## src/rtl/saper_pkg.sv

```systemverilog
// Shared types and helpers for the mine-reveal sequencing slice.
package saper_pkg;

  localparam int IDX_W = 5;

  typedef enum logic [2:0] {
    IDLE,
    RD,
    CHK,
    SYNC,
    DWELL,
    ADV,
    FIN
  } state_t;

  // Board side length for a game level; level 0 means no board.
  function automatic logic [IDX_W-1:0] board_side(input logic [1:0] level);
    case (level)
      2'd1:    return 5'd8;
      2'd2:    return 5'd16;
      2'd3:    return 5'd24;
      default: return 5'd0;
    endcase
  endfunction

endpackage

```

## src/rtl/mine_reveal_ctrl_if.sv

```systemverilog
// Mine map read port: strobe plus 1-based cell address, data one cycle later.
interface mine_reveal_ctrl_if;
  import saper_pkg::*;

  logic             mine_rd_en;
  logic [IDX_W-1:0] mine_rd_x;
  logic [IDX_W-1:0] mine_rd_y;
  logic             mine_rd_data;

  modport master (output mine_rd_en, mine_rd_x, mine_rd_y, input mine_rd_data);
  modport slave  (input mine_rd_en, mine_rd_x, mine_rd_y, output mine_rd_data);
endinterface

```

## src/rtl/vsync_edge_det.sv

```systemverilog
// Frame boundary detector: one-cycle pulse on each rising edge of vsync.
module vsync_edge_det (
  input  logic clk,
  input  logic rst_n,
  input  logic vsync,
  output logic vs_rise
);

  logic vsync_q;

  // Previous-cycle copy of vsync.
  always_ff @(posedge clk) begin
    if (!rst_n) vsync_q <= 1'b0;
    else        vsync_q <= vsync;
  end

  assign vs_rise = vsync & ~vsync_q;

endmodule

```

## src/rtl/mine_reveal_ctrl.sv

```systemverilog
// Game-over mine reveal sequencer. Scans the mine map row by row and shows
// each mine to the drawing stage for DWELL_FRAMES frames, changing the
// displayed position only on frame boundaries.
// Optional build macro MINE_REVEAL_LOOP_EN: after the last cell, wait one
// frame edge and rescan from (1,1) forever (busy and done stay high) until
// reset or level == 0.
//
// state | meaning
// IDLE  | waiting for start with a non-zero level
// RD    | mine map read strobe for current scan cell
// CHK   | read data valid; mine -> SYNC, empty -> ADV
// SYNC  | mine found, waiting for a frame edge to present it
// DWELL | mine displayed, counting frame edges
// ADV   | step to next cell, or finish after (N,N)
// FIN   | board scanned; last mine stays drawn
module mine_reveal_ctrl
  import saper_pkg::*;
#(
  parameter int DWELL_FRAMES = 8,
  parameter int FRM_W        = 8
) (
  input  logic                  clk,
  input  logic                  rst_n,
  input  logic [1:0]            level,
  input  logic                  start,
  input  logic                  vsync,
  mine_reveal_ctrl_if.master    mem,
  output logic [IDX_W-1:0]      mine_ind_x,
  output logic [IDX_W-1:0]      mine_ind_y,
  output logic                  explode,
  output logic                  busy,
  output logic                  done,
  output logic [9:0]            mines_shown
);

  localparam logic [FRM_W-1:0] DWELL_LAST = FRM_W'(DWELL_FRAMES - 1);
  localparam logic [9:0]       SHOWN_MAX  = 10'h3FF;

  state_t           state;
  logic [IDX_W-1:0] side;
  logic [IDX_W-1:0] scan_x;
  logic [IDX_W-1:0] scan_y;
  logic [FRM_W-1:0] frm_cnt;
  logic             vs_rise;
  logic             start_ok;
  logic             launch;
  logic             abort;

  vsync_edge_det u_vs_edge (
    .clk     (clk),
    .rst_n   (rst_n),
    .vsync   (vsync),
    .vs_rise (vs_rise)
  );

  assign start_ok      = start && (level != 2'd0);
  assign mem.mine_rd_x = scan_x;
  assign mem.mine_rd_y = scan_y;

`ifdef MINE_REVEAL_LOOP_EN
  // A looping reveal never finishes on its own; only level 0 stops it.
  assign launch = start_ok && (state == IDLE);
  assign abort  = (state != IDLE) && (level == 2'd0);
`else
  assign launch = start_ok && ((state == IDLE) || (state == FIN));
  assign abort  = 1'b0;
`endif

  // Reveal sequencer: scan, frame-aligned display, dwell and completion.
  always_ff @(posedge clk) begin
    if (!rst_n) begin
      state          <= IDLE;
      side           <= '0;
      scan_x         <= '0;
      scan_y         <= '0;
      frm_cnt        <= '0;
      mem.mine_rd_en <= 1'b0;
      mine_ind_x     <= '0;
      mine_ind_y     <= '0;
      explode        <= 1'b0;
      busy           <= 1'b0;
      done           <= 1'b0;
      mines_shown    <= '0;
    end else begin
      mem.mine_rd_en <= 1'b0;
      if (abort) begin
        state   <= IDLE;
        explode <= 1'b0;
        busy    <= 1'b0;
      end else if (launch) begin
        side           <= board_side(level);
        scan_x         <= IDX_W'(1);
        scan_y         <= IDX_W'(1);
        mines_shown    <= '0;
        done           <= 1'b0;
        explode        <= 1'b0;
        busy           <= 1'b1;
        mem.mine_rd_en <= 1'b1;
        state          <= RD;
      end else begin
        case (state)
          IDLE: ;
          RD:   state <= CHK;
          CHK:  state <= mem.mine_rd_data ? SYNC : ADV;
          SYNC: begin
            // The new position lands exactly on a frame boundary.
            if (vs_rise) begin
              mine_ind_x <= scan_x;
              mine_ind_y <= scan_y;
              explode    <= 1'b1;
              if (mines_shown != SHOWN_MAX) mines_shown <= mines_shown + 1'b1;
              frm_cnt    <= '0;
              state      <= DWELL;
            end
          end
          DWELL: begin
            if (vs_rise) begin
              if (frm_cnt == DWELL_LAST) state <= ADV;
              else                       frm_cnt <= frm_cnt + 1'b1;
            end
          end
          ADV: begin
            if (scan_x == side) begin
              if (scan_y == side) begin
                done  <= 1'b1;
`ifndef MINE_REVEAL_LOOP_EN
                busy  <= 1'b0;
`endif
                state <= FIN;
              end else begin
                scan_x         <= IDX_W'(1);
                scan_y         <= scan_y + 1'b1;
                mem.mine_rd_en <= 1'b1;
                state          <= RD;
              end
            end else begin
              scan_x         <= scan_x + 1'b1;
              mem.mine_rd_en <= 1'b1;
              state          <= RD;
            end
          end
          FIN: begin
`ifdef MINE_REVEAL_LOOP_EN
            if (vs_rise) begin
              scan_x         <= IDX_W'(1);
              scan_y         <= IDX_W'(1);
              mem.mine_rd_en <= 1'b1;
              state          <= RD;
            end
`endif
          end
          default: state <= IDLE;
        endcase
      end
    end
  end

endmodule

```

## src/flat_wrapper.sv

```systemverilog
// flat-port wrapper written by rule: the top's interface ports become plain ports
module mine_reveal_ctrl_flat import saper_pkg::*;
#(
  parameter int DWELL_FRAMES = 8,
  parameter int FRM_W        = 8
)
  (clk, rst_n, level, start, vsync, mine_ind_x, mine_ind_y, explode, busy, done, mines_shown, mem_mine_rd_en, mem_mine_rd_x, mem_mine_rd_y, mem_mine_rd_data);
  mine_reveal_ctrl_if mem_i ();
  input  logic clk;
  input  logic rst_n;
  input  logic [1:0] level;
  input  logic start;
  input  logic vsync;
  output logic [IDX_W-1:0] mine_ind_x;
  output logic [IDX_W-1:0] mine_ind_y;
  output logic explode;
  output logic busy;
  output logic done;
  output logic [9:0] mines_shown;
  output wire logic [$bits(mem_i.mine_rd_en)-1:0] mem_mine_rd_en;
  output wire logic [$bits(mem_i.mine_rd_x)-1:0] mem_mine_rd_x;
  output wire logic [$bits(mem_i.mine_rd_y)-1:0] mem_mine_rd_y;
  input wire logic [$bits(mem_i.mine_rd_data)-1:0] mem_mine_rd_data;
  assign mem_mine_rd_en = mem_i.mine_rd_en;
  assign mem_mine_rd_x = mem_i.mine_rd_x;
  assign mem_mine_rd_y = mem_i.mine_rd_y;
  assign mem_i.mine_rd_data = mem_mine_rd_data;
  mine_reveal_ctrl #(.DWELL_FRAMES(DWELL_FRAMES), .FRM_W(FRM_W)) u_core (.clk(clk), .rst_n(rst_n), .level(level), .start(start), .vsync(vsync), .mem(mem_i), .mine_ind_x(mine_ind_x), .mine_ind_y(mine_ind_y), .explode(explode), .busy(busy), .done(done), .mines_shown(mines_shown));
endmodule
```

## config.mk

```make
export PLATFORM = sky130hd
export DESIGN_NAME = mine_reveal_ctrl_flat
export DESIGN_NICKNAME = d
export VERILOG_FILES = /design/src/rtl/saper_pkg.sv /design/src/rtl/mine_reveal_ctrl_if.sv /design/src/rtl/vsync_edge_det.sv /design/src/rtl/mine_reveal_ctrl.sv /design/src/flat_wrapper.sv
export SDC_FILE = /design/constraint.sdc
export NUM_CORES = 1
export LEC_CHECK = 0
export CORE_UTILIZATION = 55
export CTS_CLUSTER_DIAMETER = 200
export DETAILED_ROUTE_END_ITERATION = 8
export PLACE_DENSITY_LB_ADDON = 0.05
export SYNTH_ARGS = -nofsm -noshare
export SYNTH_HDL_FRONTEND = slang
export SYNTH_SLANG_ARGS = --single-unit
```

## constraint.sdc

```tcl
create_clock -name clk -period 5.66 [get_ports clk]
set_input_delay 1.698 -clock clk [delete_from_list [all_inputs] [get_ports clk]]
set_output_delay 1.698 -clock clk [all_outputs]
set_load 0.02 [all_outputs]
```

==> parameters.txt <==
Parameter                              Value

Synth
  Share of flip-flops with an asynchronous set or reset after synthesis    0
  Number of standard cells after synthesis    290
  Most frequent cells after synthesis    sky130_fd_sc_hd__dfxtp_1, sky130_fd_sc_hd__nand2_1, sky130_fd_sc_hd__a21oi_1
  Area share of the leading cell type in the synthesized netlist    0.4031
  Synthesized cell area    about 2400 um2
  Part of the Yosys area used for sequential elements    0.4031
  Most repeated cell in the gate-level netlist after synthesis    sky130_fd_sc_hd__dfxtp_1
  Leading register cell type out of synthesis    sky130_fd_sc_hd__dfxtp_1
  Number of register bits inferred by synthesis    between 40 and 50
  Number of flops mapped to enable cells by yosys    0
  Library cell occupying the most area in the post-synthesis netlist    sky130_fd_sc_hd__dfxtp_1
  Count of cell types in the netlist    48
  Syn_nets    ~300
  Warnings from Yosys    0
  Post-Synthesis Mean Instance Area    slightly above 8 um2
  Largest cells by area after synthesis    sky130_fd_sc_hd__dfxtp_1, sky130_fd_sc_hd__nand2_1, sky130_fd_sc_hd__a21oi_1, sky130_fd_sc_hd__ha_1, sky130_fd_sc_hd__o21ai_0

STA
  Hold Fails Final Rpt    0
  Final Setup Violations    0
  Unrepaired setup endpoints after global routing    no
  Slew HR    0.3301
  Worst-case hold slack    between 0.4 and 0.5 ns
  Final Critical Period    roughly 3.9 ns
  Setup TNS after final layout    0 ns
  Post-route clock skew    between 0.009 and 0.01 ns
  Final critical-path share of the clock period    0.6939
  Worst Max-Slew Pin Slew    between 1 and 1.5 ns
  Timing-limited maximum frequency    ~250 MHz
  Final max-slew violation count    0

GRT
  Maximum number of pins on one net before global-route repair    28
  Total Routing Usage GR    0.2556
  Global-route wire length before repair    roughly 9 mm
  Via count of the first global-routing pass    ~1,900
  Antenna violations before repair    0
  Overflow left after global routing    0

Layout
  Net count of the finished layout    around 340
  Number of non-filler instances in the completed layout    374
  FILL cells    350
  Antenna diode instance count    0
  Fraction of layout cells with a size suffix above 1    0.03704
  Cell area after layout    2907 um2
  Area delta synth->final    21.94%

Power and ir drop
  Worst voltage drop across the vdd grid    between 0.15 and 0.2 mV
  Leakage power summed over all cells    roughly 0.94 nW
  Power per Cell Area    between 200 and 250 nW/um2
  Total power of the final layout    around 0.00069 W

Hold path
  WHS Path Cells    2
  Hold EP    u_core.mine_ind_y[0]
  Class of the tightest hold or removal check    reg2reg
  Start point of the worst hold path    u_core.mine_ind_y[0]

Setup path
  Largest delay share family, worst path    simple AND/OR/NAND/NOR gates
  CP endpoint kind    flop
  Standard cell with the maximum stage delay on the critical path    sky130_fd_sc_hd__or4b_1
  Top fanout value on the critical path    27
  Ordered list of cells on the worst path    clkdlybuf4s50_1 > nor2b_1 > nand2_1 > or4b_1 > a21oi_1
  Launch instance of the worst register-to-register path    u_core.state[0]
  Stage delay of the slowest cell on the critical path    approximately 0.69 ns
  Crit path arrival time    4.17 ns
  CP Buf/Inv Count    1
  Kind of critical path    in2reg
  R2r setup slk    around 3.3 ns
  Logic depth of the worst register-to-register path    4
  Startpoint type of the worst setup path    primary input
  Required @ worst endpoint    about 5.9 ns
  Capturing point of the worst reg2reg path    u_core.mines_shown[5]

Placement
  Placed inst area    ~2800 um2
  Cell total after placement    between 300 and 400
  Count of input and output buffers    40
  DP Wirelength    3.774 mm
  Final estimated routing congestion in global placement    0.8606

Die
  Die Y    roughly 68 um
  Core Area    about 4100 um2
  Starting density of the core    0.5833
  Total number of placement rows    23
  Die outline width    approximately 68 um
  Num ports    a little over 40
  Total Die Area    4601 um2

Drt
  Post-detailed-route count of antenna-violating nets    0
  Met2 wire length    between 2 and 3 mm
  Uppermost layer routed    met4
  Post-route DRC    0
  M1 WL    about 2.5 mm
  Number of detailed-routing iterations run before antenna repair    4
  Total via count in the routed design    2,271
  First DRT Iteration DRCs    130
  Routed vias/inst    6.072
  Average wire per standard cell    14.49 um
  Total wirelength of the detailed-routed design    5.421 mm
  Met3 wire length    198 um

Clock network
  Total setup buffers inserted after CTS    0
  Clock buffer depth    2
  Clock sink count    between 40 and 50
  TritonCTS buffer count    5
  Hold_buf cts    0
  Worst-path clk slew    about 0.09 ns
  Worst-skew pair later-pin latency    approximately 0.31 ns
  CTS tree    done
  Post-cts gate resize count    0
  Root cell of the clock tree    sky130_fd_sc_hd__clkbuf_8
  CTS H-tree depth    2

Outcome
  Outcome    finished, final reports clean

Flow run
  Total of max-cap violations    0
## worst register-to-register path, stage by stage, from the launching register on
cell,delay [ns]
sky130_fd_sc_hd__dfxtp_1,0.57
sky130_fd_sc_hd__and3b_1,0.34
sky130_fd_sc_hd__nand2_1,0.56
sky130_fd_sc_hd__or4b_1,0.69
sky130_fd_sc_hd__a21oi_1,0.16
## area by class of cell
class,count,area [um2],share of cell area
Clock buffer,5,68.82,0.02368
Clock inverter,3,46.29,0.01593
Inverter,10,37.54,0.01291
Multi-Input combinational cell,218,1330,0.4576
Sequential cell,48,960.9,0.3306
Tap cell,50,62.56,0.02152
Timing Repair Buffer,40,400.4,0.1378
## metrics by stage
| stage | setup WS [ns] | utilization |
|---|---|---|
| 2_1_floorplan | 2.747 | - |
| 3_3_place_gp | 1.565 | 0.6831 |
| 3_5_place_dp | 1.482 | 0.6831 |
| 4_1_cts | 1.785 | 0.7113 |
| 5_1_grt | 1.581 | 0.7113 |
| 6_report | 1.732 | 0.7113 |
## where the power goes
part / internal (W) / switching, W / total [W]
logic: 0.0000312 / 0.0000482 / 0.0000794
clock network: 0.000133 / 0.000123 / 0.000256
registers: 0.000346 / 0.0000134 / 0.000359
## layer usage
metal / vias up / GRT usage
li1: 1136 / -
met1: 1081 / 0.3169
met2: 48 / 0.4295
met3: 6 / 0.05667
met4: 0 / 0.09896
met5: - / 0
## layout by cell type, fill, tap and decap left out, drive strengths merged, types with 6 or more instances in the layout
master,Yosys,routed
xor2,7,7
inv,9,10
a21oi,32,32
nand2,43,43
nand3,11,11
clkdlybuf4s50,0,40
o21ai,13,13
or4,6,6
nand4,9,9
dfxtp,48,48
ha,6,6
nor3,8,8
nor2,13,13
o2111ai,6,6
## flip-flops by register name, summed over array words and instances (netlist names)
name                      flops
u_core.mem.mine_rd_y          5
u_core.explode                1
u_core.mine_ind_y             5
u_core.u_vs_edge.vsync_q      1
u_core.mem.mine_rd_en         1
u_core.done                   1
u_core.frm_cnt                8
u_core.side                   2
u_core.mem.mine_rd_x          5
u_core.mines_shown           10
u_core.busy                   1
u_core.mine_ind_x             5
u_core.state                  3
## worst max path at each step
| stage | from | to | slack (ns) | cells past startpoint |
|---|---|---|---|---|
| floorplan | vsync | u_core.mines_shown[3] | 2.75 | 5 |
| global placement | vsync | u_core.mines_shown[5] | 1.57 | 5 |
| detailed placement | vsync | u_core.mines_shown[3] | 1.48 | 5 |
| CTS | vsync | u_core.mines_shown[5] | 1.79 | 5 |
| global route | vsync | u_core.mines_shown[5] | 1.58 | 5 |
| finish | vsync | u_core.mines_shown[5] | 1.73 | 5 |
## logic make-up after synthesis
logic type / after synthesis / share of synthesized area
compound gates: 75 / 0.1990
xor+xnor: 10 / 0.03675
fa+ha+maj: 6 / 0.03150
buf+inv: 24 / 0.03884
flops: 48 / 0.4031
mux: 5 / 0.02100
simple gates: 122 / 0.2698
No activity file was read; power rests on OpenSTA's default activity.
